**src/rtl/pll_lock_seq_pkg.sv**
```systemverilog
// Shared types for the PLL configuration and lock sequencer.
// The state encoding is visible to software through state_o.
package pll_seq_pkg;

    localparam int REFDIV_W_DEF = 8;
    localparam int FBDIV_W_DEF  = 12;
    localparam int PD1_W_DEF    = 4;
    localparam int PD2_W_DEF    = 2;

    typedef enum logic [2:0] {
        ST_IDLE   = 3'd0,
        ST_RESET  = 3'd1,
        ST_WAIT   = 3'd2,
        ST_STABLE = 3'd3,
        ST_LOCKED = 3'd4,
        ST_FAULT  = 3'd5,
        ST_BYPASS = 3'd6
    } pll_state_e;

    typedef struct packed {
        logic [REFDIV_W_DEF-1:0] refdiv;
        logic [FBDIV_W_DEF-1:0]  fbdiv;
        logic [PD1_W_DEF-1:0]    postdiv1;
        logic [PD2_W_DEF-1:0]    postdiv2;
        logic                    bp;
    } pll_cfg_t;

    // States in which a new configuration may be accepted
    function automatic logic state_accepts(input pll_state_e st);
        case (st)
            ST_IDLE, ST_LOCKED, ST_FAULT, ST_BYPASS: state_accepts = 1'b1;
            default:                                 state_accepts = 1'b0;
        endcase
    endfunction

endpackage

```
**src/rtl/pll_lock_seq_if.sv**
```systemverilog
// Configuration request channel from the sysctrl CSRs to the PLL sequencer.
interface pll_lock_seq_if #(
    parameter int REFDIV_W = 8,
    parameter int FBDIV_W  = 12,
    parameter int PD1_W    = 4,
    parameter int PD2_W    = 2
);
    logic                cfg_valid_i;
    logic                cfg_ready_o;
    logic [REFDIV_W-1:0] cfg_refdiv_i;
    logic [FBDIV_W-1:0]  cfg_fbdiv_i;
    logic [PD1_W-1:0]    cfg_postdiv1_i;
    logic [PD2_W-1:0]    cfg_postdiv2_i;
    logic                cfg_bp_i;

    modport master (
        output cfg_valid_i, cfg_refdiv_i, cfg_fbdiv_i, cfg_postdiv1_i, cfg_postdiv2_i, cfg_bp_i,
        input  cfg_ready_o
    );

    modport slave (
        input  cfg_valid_i, cfg_refdiv_i, cfg_fbdiv_i, cfg_postdiv1_i, cfg_postdiv2_i, cfg_bp_i,
        output cfg_ready_o
    );
endinterface

```
**src/rtl/pll_lock_seq_chk.sv**
```systemverilog
// Elaboration-time parameter checks for the PLL lock sequencer.
module pll_lock_seq_chk #(
    parameter int CNT_W       = 20,
    parameter int RST_CYC     = 16,
    parameter int LOCK_CYC    = 'h1FFFF,
    parameter int STABLE_CYC  = 64,
    parameter int MAX_RETRY   = 3,
    parameter int SYNC_STAGES = 2
);
    localparam longint MAX_A    = (RST_CYC > LOCK_CYC) ? longint'(RST_CYC) : longint'(LOCK_CYC);
    localparam longint MAX_CYC  = (MAX_A > longint'(STABLE_CYC)) ? MAX_A : longint'(STABLE_CYC);
    localparam longint CNT_SPAN = 64'sd1 <<< CNT_W;

    if (MAX_CYC > CNT_SPAN) begin : g_bad_cnt_w
        $error("pll_lock_seq: CNT_W too narrow for the longest timer interval");
    end
    if (RST_CYC < 1 || LOCK_CYC < 1 || STABLE_CYC < 1) begin : g_bad_cyc
        $error("pll_lock_seq: cycle counts must be at least 1");
    end
    if (MAX_RETRY < 0 || MAX_RETRY > 3) begin : g_bad_retry
        $error("pll_lock_seq: MAX_RETRY must fit the 2-bit retry counter");
    end
    if (SYNC_STAGES < 2) begin : g_bad_sync
        $error("pll_lock_seq: SYNC_STAGES must be at least 2");
    end
endmodule

```
**src/rtl/pll_lock_seq_sync.sv**
```systemverilog
// Reset-to-zero multi-flop synchroniser for the asynchronous PLL lock detect.
module sync_nff #(
    parameter int STAGES = 2
) (
    input  logic clk_i,
    input  logic rst_i,
    input  logic d_i,
    output logic q_o
);
    logic [STAGES-1:0] sync_r;

    // Shift the raw input through the synchroniser chain
    always_ff @(posedge clk_i) begin
        if (rst_i) begin
            sync_r <= {STAGES{1'b0}};
        end else begin
            sync_r <= {sync_r[STAGES-2:0], d_i};
        end
    end

    assign q_o = sync_r[STAGES-1];
endmodule

```
**src/rtl/pll_lock_seq.sv**
```systemverilog
// PLL configuration and lock sequencer: programs dividers under reset, waits for lock,
// retries on timeout, parks in FAULT after the last retry and flags runtime lock loss.
module pll_lock_seq
    import pll_seq_pkg::*;
#(
    parameter int REFDIV_W    = 8,
    parameter int FBDIV_W     = 12,
    parameter int PD1_W       = 4,
    parameter int PD2_W       = 2,
    parameter int CNT_W       = 20,
    parameter int RST_CYC     = 16,
    parameter int LOCK_CYC    = 'h1FFFF,
    parameter int STABLE_CYC  = 64,
    parameter int MAX_RETRY   = 3,
    parameter int HAS_LKDT    = 1,
    parameter int SYNC_STAGES = 2
) (
    input  logic                clk_i,
    input  logic                rst_i,
    pll_lock_seq_if.slave       cfg,
    output logic [REFDIV_W-1:0] pll_refdiv_o,
    output logic [FBDIV_W-1:0]  pll_fbdiv_o,
    output logic [PD1_W-1:0]    pll_postdiv1_o,
    output logic [PD2_W-1:0]    pll_postdiv2_o,
    output logic                pll_rst_o,
    output logic                pll_bp_o,
    input  logic                pll_lkdt_i,
    output logic                lock_o,
    output logic                fault_o,
    output logic                lock_lost_o,
    output logic [1:0]          retry_cnt_o,
    output logic [2:0]          state_o
);
    localparam logic [CNT_W-1:0] TIMER_ZERO  = {CNT_W{1'b0}};
    localparam logic [CNT_W-1:0] TIMER_ONE   = {{(CNT_W-1){1'b0}}, 1'b1};
    localparam logic [CNT_W-1:0] RST_LAST    = CNT_W'(RST_CYC - 1);
    localparam logic [CNT_W-1:0] LOCK_LAST   = CNT_W'(LOCK_CYC - 1);
    localparam logic [CNT_W-1:0] STABLE_LAST = CNT_W'(STABLE_CYC - 1);
    localparam logic [1:0]       RETRY_MAX   = 2'(MAX_RETRY);
    localparam logic             USE_LKDT    = (HAS_LKDT != 0);

    pll_state_e       state_r, state_s, retry_state_s;
    logic [CNT_W-1:0] timer_r, timer_s;
    logic [1:0]       retry_r, retry_s, retry_inc_s;
    logic             lock_lost_r, lost_s;
    logic             lkdt_s, accept_s;
    logic             rst_s, bp_s, lock_s, fault_s, ready_s;

    pll_lock_seq_chk #(
        .CNT_W(CNT_W), .RST_CYC(RST_CYC), .LOCK_CYC(LOCK_CYC),
        .STABLE_CYC(STABLE_CYC), .MAX_RETRY(MAX_RETRY), .SYNC_STAGES(SYNC_STAGES)
    ) u_chk ();

    sync_nff #(.STAGES(SYNC_STAGES)) u_lkdt_sync (
        .clk_i (clk_i),
        .rst_i (rst_i),
        .d_i   (pll_lkdt_i),
        .q_o   (lkdt_s)
    );

    assign accept_s      = cfg.cfg_valid_i && cfg.cfg_ready_o;
    // A failed attempt either starts another one or gives up
    assign retry_state_s = (retry_r < RETRY_MAX) ? ST_RESET : ST_FAULT;
    assign retry_inc_s   = (retry_r < RETRY_MAX) ? (retry_r + 2'd1) : retry_r;

    // State, timer, retry count and sticky lock-loss registers
    always_ff @(posedge clk_i) begin
        if (rst_i) begin
            state_r     <= ST_IDLE;
            timer_r     <= TIMER_ZERO;
            retry_r     <= 2'd0;
            lock_lost_r <= 1'b0;
        end else begin
            state_r     <= state_s;
            timer_r     <= timer_s;
            retry_r     <= retry_s;
            lock_lost_r <= lost_s;
        end
    end

    // Next-state and timer decisions; an accept overrides every in-flight sequence
    always_comb begin
        state_s = state_r;
        timer_s = timer_r;
        retry_s = retry_r;
        lost_s  = lock_lost_r;
        if (accept_s) begin
            state_s = cfg.cfg_bp_i ? ST_BYPASS : ST_RESET;
            timer_s = TIMER_ZERO;
            retry_s = 2'd0;
            lost_s  = 1'b0;
        end else begin
            case (state_r)
                ST_RESET: begin
                    if (timer_r == RST_LAST) begin
                        state_s = ST_WAIT;
                        timer_s = TIMER_ZERO;
                    end else begin
                        timer_s = timer_r + TIMER_ONE;
                    end
                end
                ST_WAIT: begin
                    if (USE_LKDT && lkdt_s) begin
                        state_s = ST_STABLE;
                        timer_s = TIMER_ZERO;
                    end else if (timer_r == LOCK_LAST) begin
                        timer_s = TIMER_ZERO;
                        if (USE_LKDT) begin
                            state_s = retry_state_s;
                            retry_s = retry_inc_s;
                        end else begin
                            state_s = ST_LOCKED;
                        end
                    end else begin
                        timer_s = timer_r + TIMER_ONE;
                    end
                end
                ST_STABLE: begin
                    if (!lkdt_s) begin
                        state_s = retry_state_s;
                        retry_s = retry_inc_s;
                        timer_s = TIMER_ZERO;
                    end else if (timer_r == STABLE_LAST) begin
                        state_s = ST_LOCKED;
                        timer_s = TIMER_ZERO;
                    end else begin
                        timer_s = timer_r + TIMER_ONE;
                    end
                end
                ST_LOCKED: begin
                    if (USE_LKDT && !lkdt_s) begin
                        state_s = ST_RESET;
                        timer_s = TIMER_ZERO;
                        retry_s = 2'd0;
                        lost_s  = 1'b1;
                    end else begin
                        state_s = ST_LOCKED;
                    end
                end
                ST_IDLE, ST_FAULT, ST_BYPASS: begin
                    state_s = state_r;
                end
                default: begin
                    state_s = ST_IDLE;
                    timer_s = TIMER_ZERO;
                    retry_s = 2'd0;
                end
            endcase
        end
    end

    // Pin levels decoded from the state being entered, so they change on the entry edge
    always_comb begin
        rst_s   = 1'b1;
        bp_s    = 1'b1;
        lock_s  = 1'b0;
        fault_s = 1'b0;
        ready_s = state_accepts(state_s);
        case (state_s)
            ST_WAIT, ST_STABLE: begin
                rst_s = 1'b0;
            end
            ST_LOCKED: begin
                rst_s  = 1'b0;
                bp_s   = 1'b0;
                lock_s = 1'b1;
            end
            ST_FAULT: begin
                fault_s = 1'b1;
            end
            default: begin
                rst_s = 1'b1;
                bp_s  = 1'b1;
            end
        endcase
    end

    // Registered PLL pins; dividers load only on accept, while the PLL is held in reset
    always_ff @(posedge clk_i) begin
        if (rst_i) begin
            pll_rst_o       <= 1'b1;
            pll_bp_o        <= 1'b1;
            lock_o          <= 1'b0;
            fault_o         <= 1'b0;
            cfg.cfg_ready_o <= 1'b1;
            pll_refdiv_o    <= {REFDIV_W{1'b0}};
            pll_fbdiv_o     <= {FBDIV_W{1'b0}};
            pll_postdiv1_o  <= {PD1_W{1'b0}};
            pll_postdiv2_o  <= {PD2_W{1'b0}};
        end else begin
            pll_rst_o       <= rst_s;
            pll_bp_o        <= bp_s;
            lock_o          <= lock_s;
            fault_o         <= fault_s;
            cfg.cfg_ready_o <= ready_s;
            if (accept_s) begin
                pll_refdiv_o   <= cfg.cfg_refdiv_i;
                pll_fbdiv_o    <= cfg.cfg_fbdiv_i;
                pll_postdiv1_o <= cfg.cfg_postdiv1_i;
                pll_postdiv2_o <= cfg.cfg_postdiv2_i;
            end else begin
                pll_refdiv_o   <= pll_refdiv_o;
                pll_fbdiv_o    <= pll_fbdiv_o;
                pll_postdiv1_o <= pll_postdiv1_o;
                pll_postdiv2_o <= pll_postdiv2_o;
            end
        end
    end

    assign state_o     = state_r;
    assign retry_cnt_o = retry_r;
    assign lock_lost_o = lock_lost_r;
endmodule
```
**src/flat_wrapper.sv**
```systemverilog
// flat-port wrapper written by rule: the top's interface ports become plain ports
module pll_lock_seq_flat import pll_seq_pkg::*;
#(
    parameter int REFDIV_W    = 8,
    parameter int FBDIV_W     = 12,
    parameter int PD1_W       = 4,
    parameter int PD2_W       = 2,
    parameter int CNT_W       = 20,
    parameter int RST_CYC     = 16,
    parameter int LOCK_CYC    = 'h1FFFF,
    parameter int STABLE_CYC  = 64,
    parameter int MAX_RETRY   = 3,
    parameter int HAS_LKDT    = 1,
    parameter int SYNC_STAGES = 2
)
  (clk_i, rst_i, pll_refdiv_o, pll_fbdiv_o, pll_postdiv1_o, pll_postdiv2_o, pll_rst_o, pll_bp_o, pll_lkdt_i, lock_o, fault_o, lock_lost_o, retry_cnt_o, state_o, cfg_cfg_valid_i, cfg_cfg_refdiv_i, cfg_cfg_fbdiv_i, cfg_cfg_postdiv1_i, cfg_cfg_postdiv2_i, cfg_cfg_bp_i, cfg_cfg_ready_o);
  pll_lock_seq_if #(.REFDIV_W(REFDIV_W), .FBDIV_W(FBDIV_W), .PD1_W(PD1_W), .PD2_W(PD2_W)) cfg_i ();
  input  logic clk_i;
  input  logic rst_i;
  output logic [REFDIV_W-1:0] pll_refdiv_o;
  output logic [FBDIV_W-1:0] pll_fbdiv_o;
  output logic [PD1_W-1:0] pll_postdiv1_o;
  output logic [PD2_W-1:0] pll_postdiv2_o;
  output logic pll_rst_o;
  output logic pll_bp_o;
  input  logic pll_lkdt_i;
  output logic lock_o;
  output logic fault_o;
  output logic lock_lost_o;
  output logic [1:0] retry_cnt_o;
  output logic [2:0] state_o;
  input wire logic [$bits(cfg_i.cfg_valid_i)-1:0] cfg_cfg_valid_i;
  input wire logic [$bits(cfg_i.cfg_refdiv_i)-1:0] cfg_cfg_refdiv_i;
  input wire logic [$bits(cfg_i.cfg_fbdiv_i)-1:0] cfg_cfg_fbdiv_i;
  input wire logic [$bits(cfg_i.cfg_postdiv1_i)-1:0] cfg_cfg_postdiv1_i;
  input wire logic [$bits(cfg_i.cfg_postdiv2_i)-1:0] cfg_cfg_postdiv2_i;
  input wire logic [$bits(cfg_i.cfg_bp_i)-1:0] cfg_cfg_bp_i;
  output wire logic [$bits(cfg_i.cfg_ready_o)-1:0] cfg_cfg_ready_o;
  assign cfg_i.cfg_valid_i = cfg_cfg_valid_i;
  assign cfg_i.cfg_refdiv_i = cfg_cfg_refdiv_i;
  assign cfg_i.cfg_fbdiv_i = cfg_cfg_fbdiv_i;
  assign cfg_i.cfg_postdiv1_i = cfg_cfg_postdiv1_i;
  assign cfg_i.cfg_postdiv2_i = cfg_cfg_postdiv2_i;
  assign cfg_i.cfg_bp_i = cfg_cfg_bp_i;
  assign cfg_cfg_ready_o = cfg_i.cfg_ready_o;
  pll_lock_seq #(.REFDIV_W(REFDIV_W), .FBDIV_W(FBDIV_W), .PD1_W(PD1_W), .PD2_W(PD2_W), .CNT_W(CNT_W), .RST_CYC(RST_CYC), .LOCK_CYC(LOCK_CYC), .STABLE_CYC(STABLE_CYC), .MAX_RETRY(MAX_RETRY), .HAS_LKDT(HAS_LKDT), .SYNC_STAGES(SYNC_STAGES)) u_core (.clk_i(clk_i), .rst_i(rst_i), .cfg(cfg_i), .pll_refdiv_o(pll_refdiv_o), .pll_fbdiv_o(pll_fbdiv_o), .pll_postdiv1_o(pll_postdiv1_o), .pll_postdiv2_o(pll_postdiv2_o), .pll_rst_o(pll_rst_o), .pll_bp_o(pll_bp_o), .pll_lkdt_i(pll_lkdt_i), .lock_o(lock_o), .fault_o(fault_o), .lock_lost_o(lock_lost_o), .retry_cnt_o(retry_cnt_o), .state_o(state_o));
endmodule
```
**config.mk**
```make
export PLATFORM = sky130hd
export DESIGN_NAME = pll_lock_seq_flat
export DESIGN_NICKNAME = d
export VERILOG_FILES = /design/src/rtl/pll_lock_seq_pkg.sv /design/src/rtl/pll_lock_seq_if.sv /design/src/rtl/pll_lock_seq_chk.sv /design/src/rtl/pll_lock_seq_sync.sv /design/src/rtl/pll_lock_seq.sv /design/src/flat_wrapper.sv
export SDC_FILE = /design/constraint.sdc
export NUM_CORES = 1
export LEC_CHECK = 0
export BUFFER_PORTS_ARGS = -buffer_cell sky130_fd_sc_hd__buf_2
export CORE_ASPECT_RATIO = 0.5
export CORE_UTILIZATION = 57
export CTS_CLUSTER_SIZE = 8
export DETAILED_ROUTE_END_ITERATION = 6
export PLACE_DENSITY_LB_ADDON = 0.3
export SYNTH_ARGS = -nofsm -noshare
export SYNTH_HDL_FRONTEND = slang
export SYNTH_SLANG_ARGS = --single-unit
```
**constraint.sdc**
```tcl
create_clock -name clk_i -period 3.5 [get_ports clk_i]
set_input_delay 0.7 -clock clk_i [delete_from_list [all_inputs] [get_ports clk_i]]
set_output_delay 0.7 -clock clk_i [all_outputs]
set_load 0.01 [all_outputs]
```
==> impl_summary.log, run 1 <==
[metrics] run status: completed
[metrics] number of buffers created by CTS: 9
[metrics] area fraction in compound gates after synthesis: between 10% and 20%
[metrics] leakage: roughly 1.3 nW
[metrics] post-synthesis share of cell area spent on xor and xnor gates: roughly 5.4%
[metrics] die extent in y: between 50 and 60 microns
[metrics] Power Dens Cells: about 490 nW/um^2
[metrics] Post-layout nets: around 430
[metrics] Required @ worst endpoint: between 3000 and 4000 ps
[metrics] sequential share of the synthesized area: a little over two fifths
[metrics] actual transition at the worst max-transition pin: approximately 910 ps
[metrics] vias: approximately 2600
[metrics] final-layout worst hold slack: 450.8 ps
[metrics] maximum cell stage delay along the critical path: roughly 650 ps
[metrics] dominant synthesized flop cell: sky130_fd_sc_hd__dfxtp_1
[metrics] final number of max-transition violations: 0
[metrics] number of standard cells after synthesis: about 330
[metrics] arrival time of the worst setup path: between 2000 and 3000 ps
[metrics] Final Critical Period: 2615 ps
[metrics] detailed-route vias per instance: between 5 and 6
[metrics] startpoint of the worst setup timing path: u_core.timer_r[1]$_SDFFE_PP0P_
[metrics] Cell Rows: 17
[metrics] share of cells above drive strength 1: a little over a quarter
[metrics] simple-gate portion of the synthesized area: 31.89%
[metrics] largest family of logic cells by synthesized area: simple AND/OR/NAND/NOR gates
[metrics] first-pass GRT wire length: just over 10 mm
[metrics] area share of the leading cell type in the synthesized netlist: between 40% and 50%
[metrics] total detailed-routing wirelength: about 6.3 mm
[metrics] R2R depth: 7
[metrics] worst reg2reg path endpoint: u_core.timer_r[16]$_SDFFE_PP0P_
[metrics] total standard cell area after synthesis: around 2800 sq um
[metrics] Clock Skew: 11.57 ps
[metrics] worst-case register-to-register setup slack: approximately 900 ps
[metrics] hold depth: 2
[metrics] count of H-tree levels built during CTS: 3
[metrics] synthesized area per cell: roughly 8.4 sq um
[metrics] signed area change from the synthesized netlist to the final layout: 18.85%
[metrics] Resize count post-CTS: 0
[metrics] Worst setup SP type: flop
[metrics] count of pins on the block boundary: between 60 and 70
[metrics] commonest non-fill, non-tap cell in the layout: sky130_fd_sc_hd__nand2_1
[metrics] post-synth net total: approximately 370
[metrics] Async SR Flop Fraction: 0%
[metrics] setup-violating endpoint count in the final report: 0
[metrics] final global-route overflow total: 0
[metrics] nature of the critical path endpoint: flop
[metrics] Setup Buffers After CTS: 0
[metrics] # fillers: between 300 and 400
[metrics] final worst path period share: about three quarters
[metrics] highest ir drop seen on vdd: about 0.37 mV
[metrics] Clk Tree Root Cell: sky130_fd_sc_hd__clkbuf_8
[metrics] Worst setup endpoint: u_core.timer_r[16]$_SDFFE_PP0P_
[metrics] Port-buffer cells: 67
[metrics] start of the worst register-to-register path: u_core.timer_r[1]$_SDFFE_PP0P_
[metrics] clock tree from TritonCTS: yes
[metrics] crit path max fanout: 20
[metrics] number of global-route vias before repair: roughly 2300
[metrics] multiplexer share of the synthesized area: 0%
[metrics] max-capacitance violation count: 0
[metrics] maximum count of clock buffers along a single path: 2
[metrics] CP max-delay cell: sky130_fd_sc_hd__o21bai_2
[metrics] commonest cells after routing, fill and taps aside: sky130_fd_sc_hd__nand2_1, sky130_fd_sc_hd__buf_2, sky130_fd_sc_hd__dfxtp_1
[metrics] number of cells in the design after placement: 447
[metrics] Max-Slew Margin vs Limit: about 40%
[metrics] full die area: approximately 5200 sq um
[metrics] buffers plus inverters on the worst setup path: 0
[metrics] antenna cell count: 0
[metrics] count of unique library cells instantiated by Yosys: between 50 and 60
[metrics] DRC marker count from the first detailed-route iteration: between 100 and 150
[metrics] antenna violation net count after detailed routing: 0
[metrics] Total Negative Setup Slacks: 0 ps
[metrics] synth top area cells: sky130_fd_sc_hd__dfxtp_1, sky130_fd_sc_hd__nand2_1, sky130_fd_sc_hd__a21oi_1, sky130_fd_sc_hd__nor2_1, sky130_fd_sc_hd__xnor2_1
[metrics] worst setup path category: flop to flop
[metrics] # hold bufs at CTS: 0
[metrics] Yosys warning count: 0
[metrics] upper clock frequency limit: 382.3 MHz
[metrics] adder and majority gate portion of the synthesized area: ~1.4%
[metrics] clock sink count: slightly below 60
[metrics] die width: roughly 100 microns
[metrics] worst min-delay path class: flop to flop
[metrics] number of gates on the worst path with buffers counted: 7
[metrics] clock network latency to the later pin of the worst-skew pair: 340 ps
[metrics] Pre-Repair DR Iteration Count: 4
[metrics] unrepaired setup endpoints after global routing: no
[metrics] Finished Layout Cells: between 400 and 500
[metrics] starting utilization of the core area: 61.23%
[metrics] antenna violations before repair: 0
[metrics] clock-pin slew on the worst setup and hold paths: 70 ps
[metrics] largest delay contributor family on the critical path: compound AO/OA/AOI/OAI gates
[metrics] number of flops mapped to enable cells by yosys: 0
[metrics] number of synthesized register bits: around 60
[metrics] pin count of the biggest net entering global routing: 34
[metrics] GRT Overall Usage: around a quarter
[metrics] Floorplan Core Area: ~4500 sq um
[metrics] half-perimeter wire length of the detailed placement result: ~4.3 mm
[metrics] Hold Vio Cnt, Final: 0
[metrics] routability-driven placement congestion ratio: 0.9065
[metrics] cell chain of the critical path: ha_1 -> nor4b_2 -> nand4_1 -> o211ai_2 -> nand3_2 -> o21bai_2 -> nor2_1
[metrics] DR WL/cell: 13.68 microns
[metrics] biggest area consumer among synthesized cells: sky130_fd_sc_hd__dfxtp_1
[metrics] number of remaining DRC errors: 0
metrics by stage:
stage | power [W] | cell area [sq um] | utilization [%] | setup slack (ps)
finish | 0.001616 | 3297 | 72.77 | 884.5
global route | 0.001681 | 3297 | 72.77 | 686.0
CTS | 0.001623 | 3297 | 72.77 | 902.8
detailed placement | 0.001002 | 3095 | 68.32 | 938.3
global placement | 0.0009915 | 3095 | 68.32 | 1082
floorplan | 0.0009276 | 2774 | - | 1581
area by class of cell:
type                    instances  area (sq um)  share of cell area, %
multi-input cells             249          1470                  44.59
flip-flops and latches         59          1181                  35.83
repair buffers                 68         342.8                  10.40
clock buffers                  11         151.4                  4.592
well taps                      66         82.58                  2.505
clock inverters                 4         50.05                  1.518
inverters                       5         18.77                 0.5693
flip-flops by register name, summed over array words and instances, names as in the netlist, 2 cells and up:
| register | cells |
|---|---|
| u_core.pll_postdiv2_o | 2 |
| u_core.timer_r | 20 |
| u_core.pll_postdiv1_o | 4 |
| u_core.retry_cnt_o | 2 |
| u_core.u_lkdt_sync.sync_r | 2 |
| u_core.pll_refdiv_o | 8 |
| u_core.state_o | 3 |
| u_core.pll_fbdiv_o | 12 |
worst min-delay path: cells and delay by family (launching register included):
kind | cells | cell delay, ps
flops | 1 | 310
compound gates | 1 | 50
simple gates | 1 | 50
report_power, final:
| group | switching, W | internal (W) |
|---|---|---|
| registers | 0.0000329 | 0.000710 |
| clock network | 0.000262 | 0.000362 |
| logic | 0.000150 | 0.0000986 |
Yosys cell counts, drive strengths merged (3+ instances only):
| library cell | number |
|---|---|
| buf | 11 |
| a211oi | 5 |
| nand4 | 9 |
| clkbuf | 8 |
| dfxtp | 59 |
| nand3 | 9 |
| nor4 | 6 |
| nor2 | 34 |
| nand2 | 73 |
| o21ai | 4 |
| xor2 | 7 |
| nor2b | 5 |
| nor4b | 3 |
| nor3 | 6 |
| and2 | 4 |
| or3 | 3 |
| a21oi | 34 |
| and4 | 5 |
| ha | 3 |
| xnor2 | 10 |
| nor3b | 3 |
| inv | 5 |
how the worst min path moves through the flow:
stage	from	end	slack [ps]
floorplan	u_core.u_lkdt_sync.sync_r[0]$_SDFF_PP0_	u_core.u_lkdt_sync.sync_r[1]$_SDFF_PP0_	410
global placement	u_core.u_lkdt_sync.sync_r[0]$_SDFF_PP0_	u_core.u_lkdt_sync.sync_r[1]$_SDFF_PP0_	420
detailed placement	u_core.pll_fbdiv_o[7]$_SDFFE_PP0P_	u_core.pll_fbdiv_o[7]$_SDFFE_PP0P_	440
CTS	u_core.pll_fbdiv_o[7]$_SDFFE_PP0P_	u_core.pll_fbdiv_o[7]$_SDFFE_PP0P_	450
global route	u_core.u_lkdt_sync.sync_r[0]$_SDFF_PP0_	u_core.u_lkdt_sync.sync_r[1]$_SDFF_PP0_	460
finish	u_core.pll_fbdiv_o[7]$_SDFFE_PP0P_	u_core.pll_fbdiv_o[7]$_SDFFE_PP0P_	450
cell families (layout without fill, tap and decap cells):
family	count (synthesis)	after routing
buffers and inverters	24	88
AND/OR/NAND/NOR	169	169
XOR/XNOR	17	17
adder cells (fa/ha/maj)	3	3
flip-flops	59	59
AO/OA/AOI/OAI	60	60
routing by layer:
| metal | share of wire [%] | GRT usage [%] |
|---|---|---|
| met4 | 1.4 | 10.14 |
| met5 | 0 | 0 |
| met3 | 8.5 | 11.22 |
| met1 | 42 | 29.63 |
| met2 | 48 | 42.69 |
Note: power is estimated with default switching activity, not from simulation.
==> run 2, diff against run 1 <==
Settings changed: ABC_AREA from default to 1, CORE_UTILIZATION 57 to 48.
Clock period 3.5 ns to 2.3 ns, I/O delays scaled along.
==> run 2 against run 1 <==
Net effect: design area up 6.8%; setup slack worse by 530 ps; combinational power rose by 57%; critical path depth rose by 4; synthesized cell count is 17% higher; core utilization decreased by 9.2 points; global-route usage decreased by 4.0 points; clock skew fell by 3.7 ps; fmax rose by 35%; critical path type unchanged.
==> impl_summary.log, run 2 <==
[metrics] hold depth: 3 (+1)
[metrics] GRT Overall Usage: 21.70% (-4.0 points)
[metrics] start of the worst register-to-register path: u_core.state_o[2]$_SDFF_PP0_
[metrics] combinational fraction of design power: 13.0% (-2.4 points)
[metrics] full die area: 6151 sq um (+19%)
[metrics] biggest area consumer among synthesized cells: sky130_fd_sc_hd__dfxtp_1
[metrics] met3 track demand over resource in global routing: 8.314% (-2.9 points)
[metrics] nature of the critical path endpoint: flop
[metrics] Internal Pwr Total: 0.002245 W (+92%)
[metrics] area occupied by multi-input gates: 1379 sq um (-6.2%)
[metrics] number of buffers created by CTS: 9 (unchanged)
[metrics] GR peak layer: met2
[metrics] Cell Rows: 19 (+2)
[metrics] count of H-tree levels built during CTS: 3 (unchanged)
[metrics] sequential share of the synthesized area: 42.26% (-0.32 points)
[metrics] upper clock frequency limit: 515.2 MHz (+35%)
[metrics] Worst setup SP type: flop
[metrics] max-capacitance violation count: 0 (unchanged)
[metrics] Required @ worst endpoint: 2510 ps (-1180 ps)
[metrics] antenna violations before repair: 0 (unchanged)
[metrics] Post-layout nets: 495 (+16%)
[metrics] arrival time of the worst setup path: 2160 ps (-640 ps)
[metrics] detailed-route vias per instance: 4.803 (-13%)
[metrics] final-layout worst hold slack: 338.5 ps (-112.3 ps)
[metrics] Port-buffer cells: 67 (unchanged)
[metrics] final global-route overflow total: 0 (unchanged)
[metrics] count of pins on the block boundary: 68 (unchanged)
[metrics] Max-Slew Margin vs Limit: 68.21% (+29 points)
[metrics] worst min-delay path class: primary input to flop
[metrics] count of unique library cells instantiated by Yosys: 39 (-33%)
[metrics] dominant synthesized flop cell: sky130_fd_sc_hd__dfxtp_1
[metrics] number of synthesized register bits: 59 (unchanged)
[metrics] number of remaining DRC errors: 0 (unchanged)
[metrics] number of flops mapped to enable cells by yosys: 0 (unchanged)
[metrics] synthesized area per cell: 7.167 sq um (-14%)
[metrics] register area: 1181 sq um (unchanged)
[metrics] signed area change from the synthesized netlist to the final layout: 25.96%
[metrics] number of global-route vias before repair: 2332 (+2.1%)
[metrics] pin count of the biggest net entering global routing: 30 (-12%)
[metrics] commonest non-fill, non-tap cell in the layout: sky130_fd_sc_hd__nor2_1
[metrics] Clk Tree Root Cell: sky130_fd_sc_hd__clkbuf_16
[metrics] Resize count post-CTS: 0 (unchanged)
[metrics] first-pass GRT wire length: 10.16 mm (+0.81%)
[metrics] clock sink count: 59 (unchanged)
[metrics] R2R depth: 11 (+4)
[metrics] worst reg2reg path endpoint: u_core.timer_r[11]$_SDFFE_PP0P_
[metrics] post-route cell area: 3521 sq um (+6.8%)
[metrics] routability-driven placement congestion ratio: 0.8707 (-3.9%)
[metrics] antenna violation net count after detailed routing: 0 (unchanged)
[metrics] Yosys warning count: 0 (unchanged)
[metrics] die width: 109.9 microns (+9.2%)
[metrics] ranking of synthesized cells by instance count: sky130_fd_sc_hd__nor2_1, sky130_fd_sc_hd__nand2_1, sky130_fd_sc_hd__dfxtp_1, sky130_fd_sc_hd__inv_1, sky130_fd_sc_hd__o21ai_0
[metrics] source of the worst hold timing path: pll_lkdt_i
[metrics] crit path max fanout: 16 (-20%)
[metrics] DRC marker count from the first detailed-route iteration: 128 (-7.2%)
[metrics] vias: 2589 (+1.5%)
[metrics] setup-violating endpoint count in the final report: 0 (unchanged)
[metrics] Final Critical Period: 1941 ps (-674.5 ps)
[metrics] actual transition at the worst max-transition pin: 473.2 ps (-433.1 ps)
[metrics] register name with the most flops: u_core.timer_r
[metrics] area share of the leading cell type in the synthesized netlist: 42.26% (-0.32 points)
[metrics] highest ir drop seen on vdd: 0.5488 mV (+49%)
[metrics] number of standard cells after synthesis: 390 (+17%)
[metrics] # fillers: 537 (+54%)
[metrics] Hold Vio Cnt, Final: 0 (unchanged)
[metrics] post-synth net total: 424 (+16%)
[metrics] total standard cell area after synthesis: 2795 sq um (+0.77%)
[metrics] clock network latency to the later pin of the worst-skew pair: 330 ps (about the same)
[metrics] commonest cells after routing, fill and taps aside: sky130_fd_sc_hd__nor2_1, sky130_fd_sc_hd__buf_2, sky130_fd_sc_hd__nand2_1
[metrics] # hold bufs at CTS: 0 (unchanged)
[metrics] worst-case register-to-register setup slack: 360 ps (-530 ps)
[metrics] clock-pin slew on the worst setup and hold paths: 50 ps (-20 ps)
[metrics] final worst path period share: 84.39% (+9.7 points)
[metrics] maximum cell stage delay along the critical path: 580 ps (-70 ps)
[metrics] Min-Delay Endpoint: u_core.u_lkdt_sync.sync_r[0]$_SDFF_PP0_
[metrics] antenna cell count: 0 (unchanged)
[metrics] CP max-delay cell: sky130_fd_sc_hd__dfxtp_1
[metrics] half-perimeter wire length of the detailed placement result: 4.374 mm (+2.0%)
[metrics] maximum count of clock buffers along a single path: 2 (unchanged)
[metrics] final number of max-transition violations: 0 (unchanged)
[metrics] Setup Buffers After CTS: 0 (unchanged)
[metrics] cell chain of the critical path: inv_1 -> nand2_2 -> nand2_2 -> a21oi_4 -> nand2_4 -> inv_4 -> nand4_4 -> nand2_4 -> inv_1 -> o21ai_0 -> nor2_1
[metrics] Async SR Flop Fraction: 0% (unchanged)
[metrics] registers with the most flip-flops: u_core.timer_r: 20 flops, u_core.pll_fbdiv_o: 12 flops, u_core.pll_refdiv_o: 8 flops
[metrics] Clock Skew: 7.853 ps (-3.721 ps)
[metrics] unrepaired setup endpoints after global routing: no
[metrics] post-place instance area: 3184 sq um (+2.9%)
[metrics] Switching Fraction: 24.99% (-2.6 points)
[metrics] number of flip-flops under the largest register name: 20 (unchanged)
[metrics] Floorplan Core Area: 5539 sq um (+22%)
[metrics] Power Dens Cells: 850.1 nW/um^2 (+73%)
[metrics] die extent in y: 55.96 microns (+9.0%)
[metrics] synth top area cells: sky130_fd_sc_hd__dfxtp_1, sky130_fd_sc_hd__nor2_1, sky130_fd_sc_hd__nand2_1, sky130_fd_sc_hd__o21ai_0, sky130_fd_sc_hd__inv_1
[metrics] run status: completed
[metrics] met1 usage: 26.52% (-3.1 points)
[metrics] most frequently used cell type in the post-synthesis netlist: sky130_fd_sc_hd__nor2_1
[metrics] DR WL/cell: 10.93 microns (-20%)
[metrics] fraction of met2 tracks used by global routing: 34.38% (-8.3 points)
[metrics] clock power share: 49.2% (+11 points)
[metrics] Pre-Repair DR Iteration Count: 4 (unchanged)
[metrics] leakage: 1.654 nW (+26%)
[metrics] Total Negative Setup Slacks: 0 ps (unchanged)
[metrics] total detailed-routing wirelength: 5.890 mm (-6.8%)
[metrics] Seq pwr share: 37.8% (-8.2 points)
[metrics] worst setup path category: flop to flop
[metrics] clock tree from TritonCTS: yes
[metrics] sw power: 0.0007479 W (+68%)
[metrics] share of cells above drive strength 1: 24.68% (-1.8 points)
[metrics] starting utilization of the core area: 50.46% (-11 points)
## run 2: power groups by stage
stage	Combinational [W]	Clock, W	Sequential (W)
after CTS	0.000393	0.00150	0.00113
after floorplan	0.000244	0	0.00117
after global routing	0.000439	0.00156	0.00114
after global placement	0.000388	0	0.00115
after detailed placement	0.000392	0	0.00115
final	0.000390	0.00147	0.00113
## run 2: metal layers
metal | wire length [microns] | share of wire (%)
met1 | 2747 | 47
met2 | 2717 | 46
met3 | 355 | 6.0
met4 | 70 | 1.2
met5 | 0 | 0
## run 2: cell families (layout without fill, tap and decap cells)
logic type      count (synthesis)  in the layout  synth area share, %
simple gates                  214            214                35.90
flops                          59             59                42.26
fa+ha+maj                       3              3                1.343
compound gates                 55             55                10.83
buf+inv                        55            131                8.415
xor+xnor                        4              4                1.253
## run 2: cell type report
class / instances / area share, %
sequential: 59 / 33.55
clock inverter: 5 / 2.381
tap: 73 / 2.594
timing repair buffer: 71 / 10.38
clock buffer: 11 / 7.178
multi-input combinational: 276 / 39.16
inverter: 44 / 4.762
## run 2: worst max path at each step
stage | from | endpoint | slack [ps]
5_1_grt | u_core.state_o[2]$_SDFF_PP0_ | u_core.timer_r[11]$_SDFFE_PP0P_ | 170
3_3_place_gp | u_core.state_o[2]$_SDFF_PP0_ | u_core.timer_r[11]$_SDFFE_PP0P_ | 440
2_1_floorplan | u_core.state_o[0]$_SDFF_PP0_ | u_core.timer_r[18]$_SDFFE_PP0P_ | 700
3_5_place_dp | u_core.state_o[2]$_SDFF_PP0_ | u_core.timer_r[11]$_SDFFE_PP0P_ | 400
6_report | u_core.state_o[2]$_SDFF_PP0_ | u_core.timer_r[11]$_SDFFE_PP0P_ | 360
4_1_cts | u_core.state_o[2]$_SDFF_PP0_ | u_core.timer_r[11]$_SDFFE_PP0P_ | 370
## run 2: stage by stage
stage          power (W)  util, %  setup WS [ps]  instances
3_5_place_dp    0.001543    57.49          404.5        523
5_1_grt         0.003135    63.56          169.3        539
3_3_place_gp    0.001538    57.49          438.4        523
2_1_floorplan   0.001418        -          702.9        390
6_report        0.002993    63.56          359.0        539
4_1_cts         0.003026    63.56          372.3        539
## run 2: critical path: cells and delay by family (launching register included)
family / cells / cell delay (ps)
AO/OA/AOI/OAI: 2 / 230
buffers and inverters: 3 / 370
flip-flops: 1 / 580
AND/OR/NAND/NOR: 6 / 640
